### src/rtl/a5_1_decipher.sv
// A5/1 stream decipher: key/frame load, 100-cycle mix, then 114 bits
// of ciphertext XOR keystream with one-cycle latency.
module a5_1_decipher (
  input  logic        clk,
  input  logic        reset,
  input  logic        start,
  input  logic [63:0] key,
  input  logic [21:0] frame,
  output logic        ready,
  input  logic        in_valid,
  input  logic        in_bit,
  output logic        data_ready,
  output logic        out_valid,
  output logic        out_bit,
  output logic        done
);

  typedef enum logic [2:0] {
    IDLE, LOAD_KEY, LOAD_FRAME, MIX, RUN
  } state_t;

  state_t      state_q, state_d;
  logic [63:0] key_q, key_d;
  logic [21:0] frame_q, frame_d;
  logic [18:0] r1_q, r1_d;
  logic [21:0] r2_q, r2_d;
  logic [22:0] r3_q, r3_d;
  logic [6:0]  cnt_q, cnt_d;
  logic        out_valid_q, out_valid_d;
  logic        out_bit_q, out_bit_d;
  logic        done_q, done_d;

  logic        maj;
  logic [18:0] m1;
  logic [21:0] m2;
  logic [22:0] m3;

  function automatic logic [18:0] step1(
    input logic [18:0] r, input logic inj);
    return {r[17:0], r[13] ^ r[16] ^ r[17] ^ r[18] ^ inj};
  endfunction

  function automatic logic [21:0] step2(
    input logic [21:0] r, input logic inj);
    return {r[20:0], r[20] ^ r[21] ^ inj};
  endfunction

  function automatic logic [22:0] step3(
    input logic [22:0] r, input logic inj);
    return {r[21:0], r[7] ^ r[20] ^ r[21] ^ r[22] ^ inj};
  endfunction

  always_ff @(posedge clk) begin
    if (reset) begin
      state_q     <= IDLE;
      key_q       <= '0;
      frame_q     <= '0;
      r1_q        <= '0;
      r2_q        <= '0;
      r3_q        <= '0;
      cnt_q       <= '0;
      out_valid_q <= 1'b0;
      out_bit_q   <= 1'b0;
      done_q      <= 1'b0;
    end else begin
      state_q     <= state_d;
      key_q       <= key_d;
      frame_q     <= frame_d;
      r1_q        <= r1_d;
      r2_q        <= r2_d;
      r3_q        <= r3_d;
      cnt_q       <= cnt_d;
      out_valid_q <= out_valid_d;
      out_bit_q   <= out_bit_d;
      done_q      <= done_d;
    end
  end

  always_comb begin
    state_d = state_q;
    unique case (state_q)
      IDLE:       if (start) state_d = LOAD_KEY;
      LOAD_KEY:   if (cnt_q == 7'd63) state_d = LOAD_FRAME;
      LOAD_FRAME: if (cnt_q == 7'd21) state_d = MIX;
      MIX:        if (cnt_q == 7'd99) state_d = RUN;
      RUN:
        if (in_valid && cnt_q == 7'd113) state_d = IDLE;
      default:    state_d = IDLE;
    endcase
  end

  // Majority-clocked candidates, shared by MIX and RUN
  always_comb begin
    maj = (r1_q[8] & r2_q[10]) | (r1_q[8] & r3_q[10]) |
          (r2_q[10] & r3_q[10]);
    m1  = (r1_q[8] == maj) ? step1(r1_q, 1'b0) : r1_q;
    m2  = (r2_q[10] == maj) ? step2(r2_q, 1'b0) : r2_q;
    m3  = (r3_q[10] == maj) ? step3(r3_q, 1'b0) : r3_q;
  end

  always_comb begin
    key_d       = key_q;
    frame_d     = frame_q;
    r1_d        = r1_q;
    r2_d        = r2_q;
    r3_d        = r3_q;
    cnt_d       = cnt_q;
    out_valid_d = 1'b0;
    out_bit_d   = out_bit_q;
    done_d      = 1'b0;
    unique case (state_q)
      IDLE: begin
        if (start) begin
          key_d   = key;
          frame_d = frame;
          r1_d    = '0;
          r2_d    = '0;
          r3_d    = '0;
          cnt_d   = '0;
        end
      end
      LOAD_KEY: begin
        r1_d  = step1(r1_q, key_q[cnt_q[5:0]]);
        r2_d  = step2(r2_q, key_q[cnt_q[5:0]]);
        r3_d  = step3(r3_q, key_q[cnt_q[5:0]]);
        cnt_d = (cnt_q == 7'd63) ? 7'd0 : cnt_q + 7'd1;
      end
      LOAD_FRAME: begin
        r1_d  = step1(r1_q, frame_q[cnt_q[4:0]]);
        r2_d  = step2(r2_q, frame_q[cnt_q[4:0]]);
        r3_d  = step3(r3_q, frame_q[cnt_q[4:0]]);
        cnt_d = (cnt_q == 7'd21) ? 7'd0 : cnt_q + 7'd1;
      end
      MIX: begin
        r1_d  = m1;
        r2_d  = m2;
        r3_d  = m3;
        cnt_d = (cnt_q == 7'd99) ? 7'd0 : cnt_q + 7'd1;
      end
      RUN: begin
        if (in_valid) begin
          r1_d        = m1;
          r2_d        = m2;
          r3_d        = m3;
          out_valid_d = 1'b1;
          out_bit_d   = in_bit ^ m1[18] ^ m2[21] ^ m3[22];
          if (cnt_q == 7'd113) begin
            cnt_d  = 7'd0;
            done_d = 1'b1;
          end else begin
            cnt_d = cnt_q + 7'd1;
          end
        end
      end
      default: ;
    endcase
  end

  always_comb begin
    ready      = (state_q == IDLE);
    data_ready = (state_q == RUN);
    out_valid  = out_valid_q;
    out_bit    = out_bit_q;
    done       = done_q;
  end

endmodule
### config.mk
export PLATFORM = sky130hd
export DESIGN_NAME = a5_1_decipher
export DESIGN_NICKNAME = d
export VERILOG_FILES = /design/src/rtl/a5_1_decipher.sv
export SDC_FILE = /design/constraint.sdc
export NUM_CORES = 1
export LEC_CHECK = 0
export ABC_AREA = 0
export BUFFER_PORTS_ARGS = -buffer_cell sky130_fd_sc_hd__buf_2
export CELL_PAD_IN_SITES_DETAIL_PLACEMENT = 1
export CELL_PAD_IN_SITES_GLOBAL_PLACEMENT = 1
export CORE_MARGIN = 2
export CORE_UTILIZATION = 46
export DETAILED_ROUTE_END_ITERATION = 8
export PLACE_DENSITY_LB_ADDON = 0.1
export SETUP_SLACK_MARGIN = 0.5
export SKIP_LAST_GASP = 1
export SLEW_MARGIN = 10
export SYNTH_ARGS = -nofsm -noshare
export SYNTH_HDL_FRONTEND = slang
export SYNTH_SLANG_ARGS = --single-unit
export TNS_END_PERCENT = 1
### constraint.sdc
create_clock -name clk -period 4 [get_ports clk]
set_input_delay 0.2 -clock clk [delete_from_list [all_inputs] [get_ports clk]]
set_output_delay 0.2 -clock clk [all_outputs]
set_load 0.02 [all_outputs]
# After elaboration in Yosys (flattened, before gate mapping)

Cells that the tools add are included.

Flip-flop bits (word level): 163
Input bits: 91
Output and inout bits: 5
Word-level logic and storage cells: 93

$add $sub $neg: 1
Magnitude comparators: 2
Eq/ne operators: 17
Multiplexer cells: 31
Bitwise gates (word level): 23
Reductions and logical operators: 9

Operators with widths:

| kind                                                                   | count |
|---|---|
| 23-bit one-hot mux with 5 select lines                                 | 1 |
| 22-bit one-hot mux with 5 select lines                                 | 1 |
| 19-bit one-hot mux with 5 select lines                                 | 1 |
| 23-bit 2-to-1 mux                                                      | 3 |
| 22-bit 2-to-1 mux                                                      | 3 |
| 19-bit 2-to-1 mux                                                      | 3 |
| 7-bit 2-to-1 mux                                                       | 6 |
| 7-bit one-hot mux with 5 select lines                                  | 1 |
| 1-bit XOR                                                              | 16 |
| 3-bit 2-to-1 mux                                                       | 5 |
| 3-bit one-hot mux with 5 select lines                                  | 1 |
| 7-bit equality test (second input constant)                            | 2 |
| 2-bit != test (second input constant)                                  | 5 |
| 7-bit by 1-bit adder with 7-bit output (second input constant)         | 1 |
| 7-bit by 5-bit equality test with 1-bit output (second input constant) | 1 |
| 7-bit by 6-bit equality test with 1-bit output (second input constant) | 1 |
| 6-bit by 7-bit < comparator with 1-bit output (second input constant)  | 1 |
| 1-bit binary-select mux with 6-bit select                              | 1 |
| 3-bit by 2-bit equality test with 1-bit output (second input constant) | 2 |
| 5-bit by 6-bit < comparator with 1-bit output (second input constant)  | 1 |
| 1-bit binary-select mux with 5-bit select                              | 1 |
| 5-bit AND reduction                                                    | 1 |
| 5-bit nonzero test                                                     | 1 |
| 1-bit 2-to-1 mux                                                       | 4 |
| 13 further kinds                                                       | 20 |

# Logic depth before layout (Yosys ltp)

Depth after elaboration: 8
Gate-level depth with buffers: 9
Mapped depth without buffers: 8

# Worst setup path after synthesis

OpenSTA, ideal clock, no wires.

Path type: reg-to-reg
Start point: register r3_q[10]
End point: register r3_q[0]
Setup time: 0.079 ns
Arrival time: 2.260 ns
Required time: 3.921 ns
Setup slack: 1.661 ns
Cell stages (with the launch flop): 9
Path buffers: 0
Period minus slack after synthesis: 2.339 ns
Path through: dfxtp_1 > maj3_1 > ha_1 > a21bo_2 > a21oi_1 > a21oi_1 > or4_1 > a21o_1 > o221ai_2

Cells in the longest elaborated chain, start to end: 7
Elaborated cells on any way between the ends: 8
Those cells by class: eq/ne: 1; mux: 3; bitwise: 4

Ends and longest elaborated chain:

| item                                       | RTL line | text |
|---|---|---|
| from (decl)                                | 27       | `logic [22:0] r3_q, r3_d;` |
| from (signal assigned)                     | 71       | `r3_q <= r3_d;` |
| 1-bit bitwise AND                          | 94       | `maj = (r1_q[8] & r2_q[10]) \| (r1_q[8] & r3_q[10]) \|` |
| 1-bit OR (2 in a row)                      | 94       |  |
| 1-bit equality test (*)                    | 98       | `m3 = (r3_q[10] == maj) ? step3(r3_q, 1'b0) : r3_q;` |
| 23-bit 2-to-1 mux (*)                      | 98       |  |
| 23-bit 2-to-1 mux                          | 141      | `if (in_valid) begin` |
| 23-bit one-hot mux with 5 select lines (*) | 111      | `unique case (state_q)` |

Every way passes the cells marked *; elsewhere a longest branch is shown, timed or not. The select of a mux whose other input is x is not followed.
A chain may end at the register's enable or synchronous reset.

# Final worst setup path

Start point: register r1_q[8]
End point: register r3_q[3]

Cells in the longest elaborated chain, start to end: 7
Elaborated cells on any way between the ends: 8
Those cells by class: eq/ne: 1; mux: 3; bitwise: 4

Ends and longest elaborated chain:

| item                                       | RTL line | text |
|---|---|---|
| from (decl)                                | 25       | `logic [18:0] r1_q, r1_d;` |
| from (signal assigned)                     | 69       | `r1_q <= r1_d;` |
| 1-bit bitwise AND                          | 94       |  |
| 1-bit OR (*) (2 in a row)                  | 94       |  |
| 1-bit equality test (*)                    | 98       |  |
| 23-bit 2-to-1 mux (*)                      | 98       |  |
| 23-bit 2-to-1 mux                          | 141      |  |
| 23-bit one-hot mux with 5 select lines (*) | 111      |  |

Marks and branches as above.

==> flow_summary.json <==
{
  "status": "finished clean",
  "via_per_inst": 5.52,
  "setup_viol": 0,
  "cts_tree": "yes",
  "layout_setup_ws_ns": 1.24,
  "fin_crit_sh": 0.690,
  "whs_path_depth": 3,
  "async_reset_ff_frac": 0,
  "r2r_cells": 7,
  "grt_pass1_vias": 6581,
  "clock-sinks": 163,
  "ys_top_cells_by_count": "247 x nand2_1, 163 x dfxtp_1, 159 x a21oi_1",
  "num_vias": 6428,
  "yosys.area.top_type": "dfxtp_1",
  "synth.avg_cell_area_um2": 8.23,
  "crit_path_start_kind": "flip-flop",
  "rsz0062_at_grt": "no",
  "areaGrowthSynthToFinish_pct": 17.0,
  "drc": 0,
  "clkPwrFrac": 0.350,
  "wl_um": 19400,
  "die_h_um": 129,
  "max_stage_delay_ns": 0.59,
  "crit_fanout": 22,
  "drive_above_1_share": 0.182,
  "place_ws_ns": 1.26,
  "yosysMostFrequentCell": "nand2_1",
  "wl_per_cell_um": 16.6,
  "netlist_area_mm2": 0.00724,
  "comb_power_share": 0.257,
  "yosys-top-cells-area": "dfxtp_1 45%, nand2_1 13%, a21oi_1 11%",
  "synth.ff_latch_count": 163,
  "start_util": 0.473,
  "io_pins": 96,
  "hpwl_um": 12900,
  "netlist_instances": 880,
  "cts_buffers": 17,
  "grt_pass1_wl_um": 32100,
  "p_sw_uw": 1660,
  "max_freq_mhz": 362,
  "hp-class": "input port to flip-flop",
  "grt_max_degree": 125,
  "antenna_found_initial": 0,
  "p_sw_frac": 0.340,
  "irDropWorstVdd_mv": 0.332,
  "crit_chain": "maj3_1 > ha_1 > a21bo_2 > a21oi_1 > a21o_1 > nand3_1 > a21oi_1",
  "cts_resized": 0,
  "grt_usage": 0.241,
  "syn_nets": 976,
  "insertion_delay_ns": 0.42,
  "core_mm2": 0.0153,
  "nets": 1038,
  "antenna_left": 0,
  "synth_edf_count": 0,
  "drt_iter0_markers": 424,
  "setup_tns_ns": 0,
  "worst_slew_pin_slew_ns": 0.968,
  "hold_viol_final": 0,
  "required_ns": 4.34,
  "crit_arrival_ns": 3.10,
  "relSlewSlack": 0.354,
  "clock-root-buffer": "clkbuf_16",
  "internal-power_uw": 3230,
  "path_clk_slew_ns": 0.06,
  "yosysSeqAreaShare": 0.450,
  "p_per_area_mw_per_mm2": 577,
  "drtPass1Iterations": 5,
  "port_buffers": 95,
  "finalCriticalPeriod_ns": 2.76,
  "chipWidth_um": 129,
  "p_seq_frac": 0.393,
  "yosysWarnings": 0,
  "gr-total-overflow": 0,
  "clk_path_buf_depth": 2,
  "critPathCaptureType": "flip-flop",
  "synth_top_cell_area_share": 0.450,
  "crit_type": "flip-flop to flip-flop",
  "htree_num_levels": 4,
  "p_leak_uw": 0.00309,
  "n_antenna_cell": 0,
  "path_common_cell": "a21oi_1",
  "drv_cap": 0,
  "netlist-cell-type-count": 60,
  "cp_slowest_cell": "a21o_1",
  "synthFlopType": "dfxtp_1",
  "design.die.area_mm2": 0.0168,
  "finalWeightedCongestion": 0.845,
  "slew_viol_final": 0,
  "fin_worst_skew_ns": 0.00830,
  "fp-row-count": 45
}
[final timing paths]
path                  start         to  slack (ns)
hold reg to reg   key_q[41]  key_q[41]        0.45
setup / recovery    r1_q[8]    r3_q[3]        1.24
hold / removal       key[1]   key_q[1]        0.01
setup reg to reg    r1_q[8]    r3_q[3]        1.24
[state kept, by name, summed over array words and instances (netlist names), 3 cells and up]
register and cells:
r2_q 22, cnt_q 7, frame_q 22, r1_q 19, state_q 3, key_q 64
r3_q 23
[critical path: cells and delay by family, from the launching register on]
family | cells | cell delay, ns
compound gates | 4 | 1.27
fa+ha+maj | 2 | 0.80
flops | 1 | 0.37
simple gates | 1 | 0.23
[layout make-up]
type	instances	area, um^2
clock inverter	11	153
multi-input combinational	640	3650
clock buffer	20	467
timing repair buffer	114	658
inverter	6	22.5
sequential	163	3260
tap	211	264
fill	1881	6840
[layout by cell type (no fill, tap or decap), types with 10 or more instances in the layout]
cell type	count
xnor2_1	10
nand3_1	59
nand2_1	246
mux4_2	17
a21oi_1	159
nor2_1	25
dfxtp_1	162
clkbuf_16	17
mux2i_1	12
buf_2	94
dlygate4sd3_1	10
o21ai_1	11
[stage by stage]
step	utilization	instances	total power [uW]	hold slack, ns	area [um^2]
after floorplan	-	880	2890	0.336	7240
final	0.554	1165	4900	0.0147	8480
after CTS	0.554	1165	4930	0.0000780	8480
after global routing	0.554	1165	5160	0.0115	8480
after global placement	0.507	1124	3150	0.439	7760
after detailed placement	0.507	1124	3210	0.448	7760
[power by group through the flow]
stage          combinational, uW  clock [uW]  sequential, uW
6_report                    1260        1710            1920
5_1_grt                     1410        1800            1950
4_1_cts                     1270        1740            1920
3_5_place_dp                1260           0            1950
3_3_place_gp                1210           0            1940
2_1_floorplan               1020           0            1880
[cell families (layout without fill, tap and decap cells)]
kind of cell,count (synthesis),after routing,share of synthesized area
xor+xnor,11,11,0.0133
mux,37,37,0.0881
simple gates,372,372,0.219
compound gates,214,214,0.172
fa+ha+maj,6,6,0.0100
flops,163,163,0.450
buf+inv,77,151,0.0475
[per-layer routing]
metal / GRT usage / wire [um] / vias up
li1: - / - / 3162
met1: 0.312 / 8810 / 3117
met2: 0.410 / 9630 / 126
met3: 0.0400 / 640 / 23
met4: 0.0841 / 320 / 0
met5: 0 / 0 / -
[what timing repair did]
action / 4_1_cts / 5_1_grt
endpoints found under the hold margin: 10 / 0
setup buffers: 0 / 0
hold buffers: 10 / 0
(Power assumes the default switching activity.)
